$ cat src/rtl/branch_cc_unit.sv
// Branch resolution unit: N/Z/P condition-code register fed by ALU writeback,
// branch evaluation with same-cycle bypass, and a registered valid/ready result.
module branch_cc_unit #(
    parameter int N = 19,
    parameter int M = 3,
    parameter int C = 16
) (
    input  logic         clk,
    input  logic         rst,
    input  logic         cc_we,
    input  logic [N:0]   cc_value,
    input  logic         in_valid,
    output logic         in_ready,
    input  logic [M:0]   opc,
    output logic         out_valid,
    input  logic         out_ready,
    output logic         jump_select,
    input  logic         flush,
    output logic [2:0]   cc_flags,
    output logic [C-1:0] taken_count
);

    // {n,z,p}: exactly one bit set for any two's-complement value
    function automatic logic [2:0] decode(input logic [N:0] v);
        logic z;
        z = (v == '0);
        return {v[N], z, ~v[N] & ~z};
    endfunction

    logic [2:0]   cc_q, cc_d;
    logic         valid_q, valid_d;
    logic         js_q, js_d;
    logic [C-1:0] cnt_q, cnt_d;

    logic [2:0] eff_flags;
    logic       taken;
    logic       accept;
    logic       deliver;

    if (M > 3) begin : g_opc_hi
        logic unused_opc_hi;
        assign unused_opc_hi = ^opc[M:4];
    end

    // NOTE: every variable written here gets a default first, so no latch is inferred.
    always_comb begin
        eff_flags = cc_we ? decode(cc_value) : cc_q;
        taken     = opc[3] | (opc[2] & eff_flags[2]) | (opc[1] & eff_flags[1])
                  | (opc[0] & eff_flags[0]);
        in_ready  = ~valid_q | out_ready;
        accept    = in_valid & in_ready;
        deliver   = valid_q & out_ready & ~flush;

        cc_d    = cc_we ? decode(cc_value) : cc_q;
        valid_d = valid_q;
        js_d    = js_q;
        if (flush) begin
            valid_d = 1'b0;
            js_d    = 1'b0;
        end else if (accept) begin
            valid_d = 1'b1;
            js_d    = taken;
        end else if (valid_q & out_ready) begin
            valid_d = 1'b0;
            js_d    = 1'b0;
        end

        // A result handed over alongside a new accept still counts as delivered.
        cnt_d = cnt_q;
        if (deliver & js_q & (cnt_q != '1)) begin
            cnt_d = cnt_q + C'(1);
        end
    end

    // NOTE: sequential state uses non-blocking assignments; reset is synchronous.
    always_ff @(posedge clk) begin
        if (rst) begin
            cc_q    <= 3'b010;
            valid_q <= 1'b0;
            js_q    <= 1'b0;
            cnt_q   <= '0;
        end else begin
            cc_q    <= cc_d;
            valid_q <= valid_d;
            js_q    <= js_d;
            cnt_q   <= cnt_d;
        end
    end

    always_comb begin
        out_valid   = valid_q;
        jump_select = js_q;
        cc_flags    = cc_q;
        taken_count = cnt_q;
    end

endmodule

$ cat config.mk
export PLATFORM = sky130hd
export DESIGN_NAME = branch_cc_unit
export DESIGN_NICKNAME = d
export VERILOG_FILES = /design/src/rtl/branch_cc_unit.sv
export SDC_FILE = /design/constraint.sdc
export NUM_CORES = 1
export LEC_CHECK = 0
export CORE_ASPECT_RATIO = 2
export CORE_UTILIZATION = 25
export CTS_BUF_LIST = sky130_fd_sc_hd__clkbuf_8
export DETAILED_ROUTE_END_ITERATION = 10
export PLACE_DENSITY = 0.55
export SLEW_MARGIN = 20
export SYNTH_ARGS = -nofsm -noshare
export SYNTH_HDL_FRONTEND = slang
export SYNTH_SLANG_ARGS = --single-unit
export TNS_END_PERCENT = 100
$ cat constraint.sdc
create_clock -name clk -period 5.2 [get_ports clk]
set_input_delay 1.04 -clock clk [delete_from_list [all_inputs] [get_ports clk]]
set_output_delay 1.04 -clock clk [all_outputs]
set_load 0.01 [all_outputs]
==> out/metrics.yaml <==
clocking:
  cts-hold-fix-buffers: 0
  cts_root_buf: "clkbuf_8"
  cts_buffers: 3
  postCtsSetupRepairBufs: 0
  clkSinkCount: 21
  clkLatencyLatePin_ns: 0.26
  cts_resized: 0
  cts-root-to-sink-buffers: 2
  ctsHtreeMaxLevel: 1
  path_clk_slew_ns: 0.07
  cts_tree: "built"
power_and_ir_drop:
  swShare: 0.222
  power_uw: 313
  netSwitchingPower_uw: 69.7
  pwr-share-clk: 0.345
  power_frac_comb: 0.130
  vdd.ir_drop.worst_uv: 111
  total_leakage_power_uw: 0.000557
  intPower_uw: 244
  p_seq_frac: 0.525
  p_per_area_mw_per_mm2: 179
sta:
  fin_crit_sh: 0.640
  finalHoldViolations: 0
  total_negative_setup_slack_ns: 0
  worst_slack_ns: 1.87
  period_minus_slack_ns: 3.33
  tightestPinTransition_ns: 0.869
  final.setup_skew_ns: 0.00488
  relSlewSlack: 0.419
  finalSetupViolCount: 0
  rsz0062_at_grt: "no"
  fmax_mhz: 300
  timing.final.max_slew_violations: 0
logic_synthesis:
  synth.yosys.seq_area_share: 0.367
  synthDominantAreaCellType: "dfxtp_1"
  synth_edf_count: 0
  synth.distinct_cells: 44
  ys_top_cells_by_area: "dfxtp_1, a21oi_1, o31ai_1"
  ys_dominant_reg_cell: "dfxtp_1"
  synthesis.instances: 135
  top_cell_type_s_share_of_synthesized_area: 0.367
  syn_nets: 166
  ys.warnings.count: 0
  async_flop_share: 0
  post_synthesis_area_per_instance_um2: 8.48
  syn_area_mm2: 0.00114
  synth-seq-cells: 21
critical_path:
  slowest_delay_ns: 0.55
  worst_path_most_repeated_cell: "clkdlybuf4s50_1"
  critPathCaptureType: "output pin"
  worst-endpoint-required_ns: 4.16
  cp.arrival_ns: 2.29
  timing.critical_path.cells: "clkdlybuf4s50_1 -> nand2b_1 -> clkdlybuf4s50_1"
  worst-path-max-fanout: 4
  cp_top_family: "buffers and inverters"
  path_class: "in2out"
  critPathBufInv: 2
  cell_with_the_largest_stage_delay_on_the_worst_path: "clkdlybuf4s50_1"
  worst_setup_path_start_kind: "input port"
floorplanning:
  dieArea_mm2: 0.00487
  coreArea_mm2: 0.00438
  starting_density_of_the_core: 0.261
  die_height_um: 97.7
  design.portCount: 52
  rows: 34
  dieWidth_um: 49.9
final_layout:
  final_standard_cell_utilization_of_the_core: 0.400
  final_net_count: 218
  drive_above_1_share: 0.0753
  most_common_library_cell_in_the_layout_ignoring_fill_and_taps: "clkdlybuf4s50_1"
  layout_common_cells: "clkdlybuf4s50_1, dfxtp_1, a21oi_1"
  area_growth_pct: 53.1
  stdcell_count: 240
  num_antenna_cells: 0
global_route:
  largest_net_degree_at_the_start_of_global_routing: 25
  globalRoute.totalOverflow: 0
  grt_first_pass_wirelength_mm: 5.54
  grt_antenna_before_repair: 0
  grtUsageTotal: 0.147
  grt_pass1_vias: 1243
place:
  placer_congestion_estimate: 0.765
  preCtsSetupSlack_ns: 1.88
  dp.cells: 236
  port_buffers: 51
  dp.final_hpwl_mm: 2.66
run:
  maxCapViolations: 0
drt:
  dr.pass1.iters: 3
  routed_wirelength_mm: 3.26
  final_antenna_net_count: 0
  initialDrtViolationCount: 12
  via_count: 1264
  post-route-drc-count: 0
  drt-vias-per-instance: 5.27
  route.detailed.wl_per_inst_um: 13.6
worst_hold_path:
  timing.hold.worst.class: "reg2reg"
outcome:
  run_status: "complete, no violations"
## stage by stage
stage          cell area, um2  hold slack (ns)
2_1_floorplan            1140            0.519
3_3_place_gp             1710            0.494
3_5_place_dp             1710            0.510
4_1_cts                  1750            0.524
5_1_grt                  1750            0.546
6_report                 1750            0.517
## layout make-up
cell class | instances | area, um2
well taps | 54 | 67.6
multi-input cells | 100 | 667
flip-flops and latches | 21 | 420
inverters | 9 | 33.8
clock buffers | 3 | 41.3
repair buffers | 52 | 518
clock inverters | 1 | 5.00
fillers | 479 | 2630
## routing by layer
metal | share of wire | wire (um) | up-vias | track usage
li1 | - | - | 625 | -
met1 | 0.32 | 1040 | 590 | 0.130
met2 | 0.60 | 1940 | 42 | 0.291
met3 | 0.062 | 201 | 7 | 0.0313
met4 | 0.025 | 80 | 0 | 0.0747
met5 | 0 | 0 | - | 0
## power by group through the flow
stage          clock, uW  combinational, uW  sequential [uW]
2_1_floorplan          0               9.39              169
3_3_place_gp           0               40.5              168
3_5_place_dp           0               41.6              168
4_1_cts              113               41.7              165
5_1_grt              120               44.4              165
6_report             108               40.9              165
## sequential cells by signal (all words and copies together) (netlist names)
| register | flops |
|---|---|
| cc_flags | 3 |
| jump_select | 1 |
| out_valid | 1 |
| taken_count | 16 |
## synthesized netlist by cell type (2+ instances only)
cell type and number:
mux2_2 2, o21ai_0 3, o31ai_1 7, nor2_1 6, inv_1 9, or3_1 5
dfxtp_1 21, nor3_1 5, clkbuf_1 3, or4_1 6, nor2b_1 4, nor4b_1 3
nor4_1 5, nand2_1 10, o41ai_1 2, nand4_1 4, mux2i_1 2, o311ai_0 2
a21oi_1 11
## worst paths after layout
check        slack (ns)      startpoint              end  cells past startpoint
max                1.87       out_ready         in_ready                      3
min                0.52  taken_count[1]   taken_count[1]                      2
max reg2reg        3.12       out_valid  taken_count[14]                      4
min reg2reg        0.52  taken_count[1]   taken_count[1]                      2
## cells by family (layout without fill, tap and decap cells)
| family | count (synthesis) | in the layout | synth area share |
|---|---|---|---|
| flip-flops | 21 | 21 | 0.367 |
| AO/OA/AOI/OAI | 33 | 33 | 0.198 |
| multiplexers | 4 | 4 | 0.0372 |
| buffers and inverters | 14 | 65 | 0.0503 |
| AND/OR/NAND/NOR | 62 | 62 | 0.337 |
| adder cells (fa/ha/maj) | 1 | 1 | 0.0109 |
## worst register-to-register path, cell delays in order, from the launching register on
cell	delay, ns
dfxtp_1	0.42
nand4b_1	0.39
or3_1	0.58
o31a_1	0.29
a311oi_1	0.30
Note: power is estimated with default switching activity, not from simulation.
==> patch (config.mk and constraints unchanged) <==
The parameter `C` goes from 16 to 17.
--- a/src/rtl/branch_cc_unit.sv
+++ b/src/rtl/branch_cc_unit.sv
@@ -4,5 +4,5 @@
     parameter int N = 19,
     parameter int M = 3,
-    parameter int C = 16
+    parameter int C = 17
 ) (
     input  logic         clk,
Interface: changed (resized taken_count); port bits go from 52 to 53. No check against the original RTL was run, so the function may have changed too.
==> patch against the unedited design <==
Sequential share of layout area increased by 1.7 points; routed wire length down 11%; area after synthesis shrank 4.0%; largest cell class unchanged; power rose by 6.6%; setup slack improved by 0.0048 ns; cell area decreased by 2.2%; combinational power down 1%; largest power group unchanged; sequential cell count rose by 1.
==> patch: results (changes against the unedited design) <==
| Metric | Value |
|---|---|
| Drt initial violations | `32 (+20)` |
| DP HPWL | `2.36 mm (-11%)` |
| Drt drc | `0 (unchanged)` |
| Max reg flops | `17 (+1)` |
| Post_cts resized | `0 (unchanged)` |
| Yosys warning count | `0 (unchanged)` |
| Worst path arrival time | `2.29 ns (about the same)` |
| Clock Skew | `0.00277 ns (-0.00212 ns)` |
| Top post-synthesis cells by area | `dfxtp_1 40%, or3_1 6.3%, a21oi_1 4.6%` |
| Layout cells sized above 1 | `3.31% (-4.2 points)` |
| First-pass iteration count of the detailed router | `4 (+1)` |
| Critical path's largest stage delay | `0.54 ns` |
| Count of buffers from port buffering | `52 (+2.0%)` |
| Crit-path leading delay family | `buffers and inverters` |
| Skew-Pair Late Insertion Delay | `0.26 ns (about the same)` |
| Vias in the first global route | `1200 (-3.5%)` |
| DR WL/cell | `12.5 µm (-7.9%)` |
| Postcts setup bufs | `0 (unchanged)` |
| Leakage | `0.600 nW (+7.7%)` |
| Crit Path Max Fanout | `3 (-1)` |
| Distinct cells, synth | `30 (-32%)` |
| Critical path's slowest cell | `clkdlybuf4s50_1` |
| Via-to-Cell Ratio | `4.97 (-5.6%)` |
| Max clock buf depth | `2 (unchanged)` |
| Final Net Count | `214 (-1.8%)` |
| Run status | `finished, final reports clean` |
| Worst-path clk slew | `0.08 ns` |
| Largest net degree at the start of global routing | `23 (-8.0%)` |
| First-pass GRT wire length | `5.09 mm (-8.2%)` |
| # diodes | `0 (unchanged)` |
| Switching share of power | `20.6% (-1.6 points)` |
| GP Congestion | `0.735 (-3.9%)` |
| Initial antenna violation count | `0 (unchanged)` |
| Slew headroom | `47.8% (+5.9 points)` |
| Ys async rst share | `0% (unchanged)` |
| Max rail drop VDD | `0.111 mV (+0.20%)` |
| Synthesized Nets | `163 (-1.8%)` |
| Sequential area share after synthesis | `40.1% (+3.4 points)` |
| Synth Flop Type | `dfxtp_1` |
| Worst min-delay path class | `flop to flop` |
| CTS HTree Levels | `1 (unchanged)` |
| All-Layer GR Usage | `13.9% (-0.84 points)` |
| CTS Buf Count | `3 (unchanged)` |
| Commonest cells in the netlist | `22 x dfxtp_1, 11 x nor2_1, 11 x or3_1` |
| Clk root buf | `clkbuf_8` |
patch: cell count changes after synthesis, moves of 3 or more:
cell,before,now
inv_1,9,5
nand3_1,1,7
nor2_1,6,11
o21ai_0,3,9
o31ai_1,7,0
or3_1,5,11
or4_1,6,3
xnor2_1,0,5
patch: final cells by class:
| class | count | area (µm²) |
|---|---|---|
| Clock buffer | 4 | 55.1 |
| Fill cell | 438 | 2460 |
| Inverter | 5 | 18.8 |
| Multi-Input combinational cell | 98 | 614 |
| Sequential cell | 22 | 440 |
| Tap cell | 52 | 65.1 |
| Timing Repair Buffer | 52 | 520 |
patch: path summary, 6_finish.rpt:
| check | start | to | slack [ns] | cells past startpoint |
|---|---|---|---|---|
| worst min-delay path | taken_count[13]$_SDFFE_PP0P_ | taken_count[13]$_SDFFE_PP0P_ | 0.50 | 2 |
| worst max register to register | taken_count[9]$_SDFFE_PP0P_ | taken_count[12]$_SDFFE_PP0P_ | 2.79 | 7 |
| worst min register to register | taken_count[13]$_SDFFE_PP0P_ | taken_count[13]$_SDFFE_PP0P_ | 0.50 | 2 |
| worst max-delay path | out_ready | in_ready | 1.87 | 3 |
patch: stage by stage:
| stage | std cells | setup WS [ns] | area (µm²) | hold slack [ns] |
|---|---|---|---|---|
| after floorplan | 131 | 2.86 | 1100 | 0.511 |
| after global placement | 229 | 1.88 | 1660 | 0.477 |
| after detailed placement | 229 | 1.88 | 1660 | 0.493 |
| after CTS | 233 | 1.88 | 1710 | 0.505 |
| after global routing | 233 | 1.82 | 1710 | 0.533 |
| final | 233 | 1.87 | 1710 | 0.500 |
patch: logic make-up after synthesis:
logic type | share of synthesized area, %
simple gates | 32.9
fa+ha+maj | 2.28
flops | 40.1
xor+xnor | 4.78
compound gates | 12.3
mux | 3.64
buf+inv | 3.99
patch: power groups by stage:
| stage | Sequential [mW] | Clock, mW | Combinational (mW) |
|---|---|---|---|
| 2_1_floorplan | 0.177 | 0 | 0.00916 |
| 3_3_place_gp | 0.177 | 0 | 0.0404 |
| 3_5_place_dp | 0.176 | 0 | 0.0408 |
| 4_1_cts | 0.173 | 0.125 | 0.0409 |
| 5_1_grt | 0.173 | 0.130 | 0.0440 |
| 6_report | 0.173 | 0.121 | 0.0405 |
patch: routing by layer:
| metal | up-vias | global-route usage [%] | routed length (µm) |
|---|---|---|---|
| li1 | 578 | - | - |
| met1 | 520 | 13.5 | 1040 |
| met2 | 58 | 28.1 | 1630 |
| met3 | 2 | 3.32 | 219 |
| met4 | 0 | 3.92 | 21 |
| met5 | - | 0 | 0 |
patch: worst reg2reg max path: stages (launching register included):
cell	delay, ns
dfxtp_1	0.34
and4_1	0.28
nand3_1	0.15
nor3_1	0.08
ha_1	0.25
or4_1	0.69
or3_1	0.40
a21oi_1	0.15
